**src/rtl/seq_shift_unit.sv**
```systemverilog
// ============================================================================
// Module      : seq_shift_unit
// Description : Multi-cycle shifter/rotator (SLL/SRL/SRA/ROR), STEP bits/clock,
//               start/busy/done handshake, registered result, carry and zero.
// Revision    : 1.0 - initial release
// ============================================================================
`default_nettype none

module seq_shift_unit #(
    parameter int WIDTH   = 16,
    parameter int SHAMT_W = 5,
    parameter int STEP    = 1
) (
    input  logic               clk,
    input  logic               rst,
    input  logic               start,
    input  logic [1:0]         mode,
    input  logic [WIDTH-1:0]   din,
    input  logic [SHAMT_W-1:0] shamt,
    output logic               busy,
    output logic               done,
    output logic [WIDTH-1:0]   dout,
    output logic               carry_out,
    output logic               zero
);

    localparam logic [1:0]  c_SLL   = 2'b00;
    localparam logic [1:0]  c_SRL   = 2'b01;
    localparam logic [1:0]  c_SRA   = 2'b10;
    localparam logic [31:0] c_STEP  = 32'(STEP);
    localparam logic [31:0] c_WIDTH = 32'(WIDTH);

    typedef enum logic [1:0] {
        S_IDLE  = 2'd0,
        S_SHIFT = 2'd1,
        S_DONE  = 2'd2
    } state_t;

    state_t             r_state;
    state_t             w_state_next;
    logic [1:0]         r_mode;
    logic [SHAMT_W-1:0] r_cnt;
    logic [WIDTH-1:0]   r_dout;
    logic               r_carry;
    logic               r_busy;
    logic               r_done;

    logic               w_accept;
    logic               w_last;
    logic [31:0]        w_cnt_ext;
    logic [31:0]        w_n;
    logic [WIDTH-1:0]   w_sll;
    logic [WIDTH-1:0]   w_srl;
    logic [WIDTH-1:0]   w_sra;
    logic [WIDTH-1:0]   w_ror;
    logic [WIDTH-1:0]   w_sll_out;
    logic [WIDTH-1:0]   w_rt_out;
    logic [WIDTH-1:0]   w_shifted;
    logic               w_carry;

    assign w_accept  = start && ((r_state == S_IDLE) || (r_state == S_DONE));
    assign w_cnt_ext = 32'(r_cnt);
    assign w_last    = (w_cnt_ext <= c_STEP);
    assign w_n       = w_last ? w_cnt_ext : c_STEP;

    // Shift by n in one go; the carry is the last bit to leave the word.
    assign w_sll     = r_dout << w_n;
    assign w_srl     = r_dout >> w_n;
    assign w_sra     = $signed(r_dout) >>> w_n;
    assign w_ror     = (r_dout >> w_n) | (r_dout << (c_WIDTH - w_n));
    assign w_sll_out = r_dout >> (c_WIDTH - w_n);
    assign w_rt_out  = r_dout >> (w_n - 32'd1);

    always_comb begin
        w_shifted = w_ror;
        w_carry   = w_rt_out[0];
        case (r_mode)
            c_SLL: begin
                w_shifted = w_sll;
                w_carry   = w_sll_out[0];
            end
            c_SRL:   w_shifted = w_srl;
            c_SRA:   w_shifted = w_sra;
            default: w_shifted = w_ror;
        endcase
    end

    always_ff @(posedge clk or posedge rst) begin
        if (rst) begin
            r_state <= S_IDLE;
        end else begin
            r_state <= w_state_next;
        end
    end

    always_comb begin
        w_state_next = r_state;
        case (r_state)
            S_IDLE, S_DONE: begin
                if (start) begin
                    w_state_next = (shamt == '0) ? S_DONE : S_SHIFT;
                end else begin
                    w_state_next = S_IDLE;
                end
            end
            S_SHIFT: begin
                if (w_last) begin
                    w_state_next = S_DONE;
                end
            end
            default: w_state_next = S_IDLE;
        endcase
    end

    always_ff @(posedge clk or posedge rst) begin
        if (rst) begin
            r_mode  <= '0;
            r_cnt   <= '0;
            r_dout  <= '0;
            r_carry <= 1'b0;
            r_busy  <= 1'b0;
            r_done  <= 1'b0;
        end else begin
            r_busy <= (w_state_next == S_SHIFT);
            r_done <= (w_state_next == S_DONE);
            if (w_accept) begin
                r_mode  <= mode;
                r_cnt   <= shamt;
                r_dout  <= din;
                r_carry <= 1'b0;
            end else if (r_state == S_SHIFT) begin
                r_dout  <= w_shifted;
                r_carry <= w_carry;
                r_cnt   <= r_cnt - w_n[SHAMT_W-1:0];
            end
        end
    end

    assign busy      = r_busy;
    assign done      = r_done;
    assign dout      = r_dout;
    assign carry_out = r_carry;
    assign zero      = (r_dout == '0);

endmodule

`default_nettype wire

```
**config.mk**
```make
export PLATFORM = sky130hd
export DESIGN_NAME = seq_shift_unit
export DESIGN_NICKNAME = d
export VERILOG_FILES = /design/src/rtl/seq_shift_unit.sv
export SDC_FILE = /design/constraint.sdc
export NUM_CORES = 1
export LEC_CHECK = 0
export CAP_MARGIN = 10
export CORE_UTILIZATION = 54
export CTS_CLUSTER_DIAMETER = 100
export CTS_CLUSTER_SIZE = 12
export DETAILED_ROUTE_END_ITERATION = 12
export PLACE_DENSITY = 0.91
export SLEW_MARGIN = 20
export SYNTH_ARGS = -nofsm -noshare
export SYNTH_HDL_FRONTEND = slang
export SYNTH_SLANG_ARGS = --single-unit
```
**constraint.sdc**
```tcl
create_clock -name clk -period 3.75 [get_ports clk]
set_clock_uncertainty 0.05 [all_clocks]
set_input_delay 0.5625 -clock clk [delete_from_list [all_inputs] [get_ports clk]]
set_output_delay 0.5625 -clock clk [all_outputs]
set_load 0.005 [all_outputs]
```
; After elaboration in Yosys (flattened, before gate mapping)
; Index checks and enable logic that the tools add are counted.
[word_totals]
register_bits = 28
latchBits = 0
ram_bits = 0
romBits = 0
inputBits = 26
elab_cells = 45
memories = 0
[classes]
addsub = 3
n_mul = 0
div_mod_pow = 0
magnitude_cmp = 1
eq_ne = 6
shifts = 6
mux = 13
n_bitwise = 1
reduce_logical = 8
[ops]
columns = operator, count
row1 = $shr A16 B32 Y1, 2
row2 = $pmux W16 S3, 1
row3 = $mux W16, 2
row4 = $shl A16 B32 Y16, 1
row5 = $logic_not A16 Y1, 1
row6 = $or A16 B16 Y16, 1
row7 = $shl A16 B5 Y16, 1
row8 = $shr A16 B5 Y16, 1
row9 = $sshr A16 B5 Y16, 1
row10 = $mux W5, 3
row11 = $eq A2 B1 Y1 const B, 3
row12 = $eq A2 B2 Y1 const B, 3
row13 = $mux W2, 3
row14 = $sub A5 B1 Y6 const B, 1
row15 = $sub A5 B5 Y6 const A, 1
row16 = $le A5 B1 Y1 const B, 1
row17 = $logic_not A5 Y1, 1
row18 = $sub A5 B5 Y5, 1
row19 = $logic_not A2 Y1, 2
row20 = $pmux W2 S2, 1
row21 = $mux W1, 3
row22 = $reduce_bool A2 Y1, 1
row23 = $reduce_or A2 Y1, 1
row24 = $logic_and A1 B1 Y1, 1
row25 = $logic_or A1 B1 Y1, 1

; Logic depth before layout (Yosys ltp)
[depth]
ltp_word = 8
depth_mapped = 10

; Least setup slack after synthesis
; OpenSTA, ideal clock, no wires.
[synth_path]
kind = register to register
startpoint = register r_cnt[1]
endpoint = register r_dout[13] (netlist: dout[13])
arrival_time_ps = 2323
required_ps = 3569
slack_ps = 1245
path_stages_with_launch = 9
path_buffers = 0
synth_period_minus_slack_ps = 2505
cell_sequence = dfrtp_1 nor4_4 nand2_2 inv_1 ha_1 nand3b_1 nor3b_1 a2111oi_1 o31ai_2
[synth_between]
elab_chain_len = 8
[synth_lines]
columns = element, line_no
row1 = "start, declared", 42  ; logic [SHAMT_W-1:0] r_cnt;
row2 = "start signal, assigned", 128  ; r_cnt <= shamt;
row3 = "start signal, assigned", 134  ; r_cnt <= r_cnt - w_n[SHAMT_W-1:0];
row4 = $le A5 B1 Y1, 63  ; assign w_last = (w_cnt_ext <= c_STEP);
row5 = $mux W5 (*), 64  ; assign w_n = w_last ? w_cnt_ext : c_STEP;
row6 = $sub A5 B5 Y6, 70  ; assign w_ror = (r_dout >> w_n) | (r_dout << (c_WIDTH - w_n));
row7 = $shl A16 B32 Y16, 70
row8 = $or A16 B16 Y16, 70
row9 = $pmux W16 S3 (*), 77  ; case (r_mode)
row10 = $mux W16 (*), 131  ; end else if (r_state == S_SHIFT) begin
row11 = $mux W16 (*), 126  ; if (w_accept) begin
row12 = "end signal, assigned", 129  ; r_dout <= din;
row13 = "end signal, assigned", 132  ; r_dout <= w_shifted;
row14 = "end, declared", 43  ; logic [WIDTH-1:0] r_dout;
; Every way passes the cells marked *; elsewhere a longest branch is shown, timed or not. The select of a mux whose other input is x is not followed.
; A chain may end at the register's enable or synchronous reset.

; Final worst setup path
[layout_path]
startpoint = register r_cnt[0]
endpoint = register r_carry (netlist: carry_out)
[layout_between]
elab_chain_len = 7
[layout_lines]
columns = element, line_no
row1 = $le A5 B1 Y1, 63
row2 = $mux W5 (*), 64
row3 = $sub A5 B1 Y6 / $sub A5 B5 Y6 (equally long branches), "72, 71"
row4 = $shr A16 B32 Y1 (on tied branches), "72, 71"
row5 = $mux W1 (*), 77
row6 = $mux W1 (*), 131
row7 = $mux W1 (*), 126
row8 = "end signal, assigned", 133  ; r_carry <= w_carry;
row9 = "end, declared", 44  ; logic r_carry;
; Marks and branches as above.

==> summary.txt <==
Synth
  – Sequential element share of the synthesized area: 35.15%
  – Avg Cell Area, Syn: 9.583 µm²
  – Count leader, synth: dfrtp_1
  – Mapped Cells: 208
  – Synth top cells by count: dfrtp_1 (28), nand2_1 (26), mux2i_1 (15)
  – Top_reg_cell synth: dfrtp_1
  – Number of synthesized flops with an enable pin: 0
  – Synth Register Bits: 28
  – Post-synthesis instance area: 0.001993 mm²
  – Synth warn: 0
  – Net Count, Synth: 236
  – Ys async rst share: 100.0%
  – Yosys cell types: 53
  – Top post-synthesis cells by area: dfrtp_1 (35%), mux2i_1 (7.5%), mux2_2 (6.8%)
  – Synth top area share: 35.15%
  – Synth area leader: dfrtp_1

Critical path
  – CP max-delay cell: ha_1
  – Crit-path max cell delay: 770 ps
  – Worst setup startpoint: r_cnt[0]
  – CP Data Arrival Time: 3060 ps
  – Startpoint Class: flop
  – Crit Path Max Fanout: 19
  – Cell chain of the critical path: clkinv_1, nand2_2, inv_1, ha_1, mux4_2, o2111ai_1, nand4_1
  – Crit path kind: reg2reg
  – Worst flop-to-flop path startpoint: r_cnt[0]
  – Crit. End Element: flop
  – Worst path required time: 3850 ps

Clock network
  – Clock Path Buffers: 2
  – Setup Fix Bufs, Post-CTS: 0
  – H-tree levels: 1
  – Number of clock sinks: 28
  – Hold-fix buffer count after cts: 0
  – Root Driver: clkbuf_8
  – Worst-Skew Late Latency: 270 ps
  – CTS buffer count: 3
  – Reg clk slew, reported paths: 90 ps
  – Resized Gates After CTS: 0
  – CTS tree: done

Job
  – Max cap viols: 0

Global route
  – M1 GR Usage: 45.31%
  – Pin count of the biggest net entering global routing: 33
  – Met2 GRT Util: 49.05%
  – First-pass GRT wire length: 9494 µm
  – Vias in the first global route: 1,804
  – Grt ovf: 0
  – Gr busiest metal: met2
  – Overall Global Routing Usage: 31.00%
  – Initial antenna violation count: 0
  – Met3 Use GR: 5.109%

Floorplanning
  – Core Area: 0.003442 mm²
  – Die Y: 62.76 µm
  – Num rows: 21
  – Horiz. Die Dim: 62.76 µm
  – Initial Util: 57.91%
  – I/O pin count: 46
  – Die area: 0.003938 mm²

Timing
  – Unrepaired setup endpoints after global routing: false
  – Period minus WS final: 2959 ps
  – Worst slew margin: 53.65%
  – Peak Freq: 337.9 MHz
  – Final setup violation count: 0
  – Period utilization: 78.91%
  – Worst hold margin: 476.7 ps
  – Worst Max-Slew Pin Slew: 695.3 ps
  – Max-slew violation count: 0
  – Final TNS setup: 0 ps
  – Fin. Hold Viols: 0

Detailed routing
  – Post-route DRC: 0
  – Via density per instance: 6.364
  – Antenna viol nets, final: 0
  – WL final: 5530 µm
  – Vias: 1,871
  – DRT iter0 DRCs: 164
  – DRT Pass-1 Iters: 4
  – WL/cell: 18.81 µm

Layout
  – Area added between synthesis and finish: 24.36%
  – # fillers: 286
  – Layout cells sized above 1: 12.90%
  – Antenna diodes: 0
  – Cell area after layout: 0.002479 mm²
  – Final net count: 277

Placement
  – Detailed Place HPWL: 3897 µm
  – Routability-driven placement congestion ratio: 0.9094
  – Port Buffers: 45
  – Post-DP Area: 0.002424 mm²

Status
  – Status: completed

Power and ir drop
  – Maximum VDD drop: 0.0005471 V
  – P_leak: 0.9829 nW
  – Power Density: 906.8 mW/mm²

Min path
  – Beginning of the worst hold path: carry_out
  – Hold Path Class: reg2reg
-- power breakdown --
group          switching [mW]  total, mW  internal (mW)
Clock                  0.0914      0.185         0.0940
Sequential              0.277      0.734          0.457
Combinational           0.651       1.33          0.678
Total                    1.02       2.25           1.23
-- worst paths after layout --
| kind | end | slack, ps | depth (start not counted) |
|---|---|---|---|
| min reg2reg | carry_out | 480 | 2 |
| max reg2reg | carry_out | 790 | 7 |
| min | carry_out | 480 | 2 |
| min in group asynchronous | r_state[0] | 620 | 2 |
| max | carry_out | 790 | 7 |
| max in group asynchronous | dout[1] | 2640 | 2 |
-- per-stage QoR --
stage               power [mW]  util [%]  cells  setup WS, ps
global route             2.424     72.01    294         486.1
global placement         2.018     70.41    290         904.6
floorplan                1.612         -    208          1245
detailed placement       2.048     70.41    290         862.3
finish                   2.248     72.01    294         791.0
CTS                      2.241     72.01    294         829.8
-- per-layer routing --
metal | wire [µm] | vias to the layer above
met1 | 2518 | 909
met2 | 2657 | 87
met5 | 0 | -
met4 | 42 | 0
li1 | - | 871
met3 | 311 | 4
-- layout make-up --
type                            instances  area (µm²)  share of cell area, %
Multi-Input combinational cell        160        1162                  46.90
Sequential cell                        28       700.7                  28.27
Timing Repair Buffer                   48       473.0                  19.08
Tap cell                               46       57.56                  2.322
Clock buffer                            4       55.05                  2.221
Inverter                                8       30.03                  1.212
-- layout by cell type, fill, tap and decap left out, drive strengths merged, types with 3 or more instances in the layout --
master and instances:
nand2 27, o21ai 21, nor4 8, dfrtp 28, inv 7, nor2 8, a31oi 3, nand4 3
clkbuf 4, mux2 12, o311ai 4, a22oi 5, o211ai 4, buf 3, nand2b 3, a221o 4
nor2b 3, a21oi 6, clkdlybuf4s50 45, mux2i 15
-- state kept, by name (all words and copies together), names as in the netlist --
register	count
dout	16
busy	1
done	1
r_mode	2
r_cnt	5
r_state	2
carry_out	1
-- worst max-delay path: cells and delay by family (launching register included) --
| kind | cells | cell delay [ps] |
|---|---|---|
| adders and majority gates | 1 | 770 |
| and+or+nand+nor | 2 | 340 |
| AOI/OAI and AO/OA | 1 | 190 |
| muxes | 1 | 580 |
| buffers and inverters | 2 | 420 |
| DFF | 1 | 480 |
-- logic make-up after synthesis --
group                    after synthesis  share of synthesized area (%)
buffers and inverters                 20                          6.654
flip-flops                            28                          35.15
other                                  1                         0.1881
AO/OA/AOI/OAI                         63                          22.29
AND/OR/NAND/NOR                       65                          17.89
adder cells (fa/ha/maj)                2                          1.255
multiplexers                          29                          16.57
Note: power is estimated with default switching activity, not from simulation.
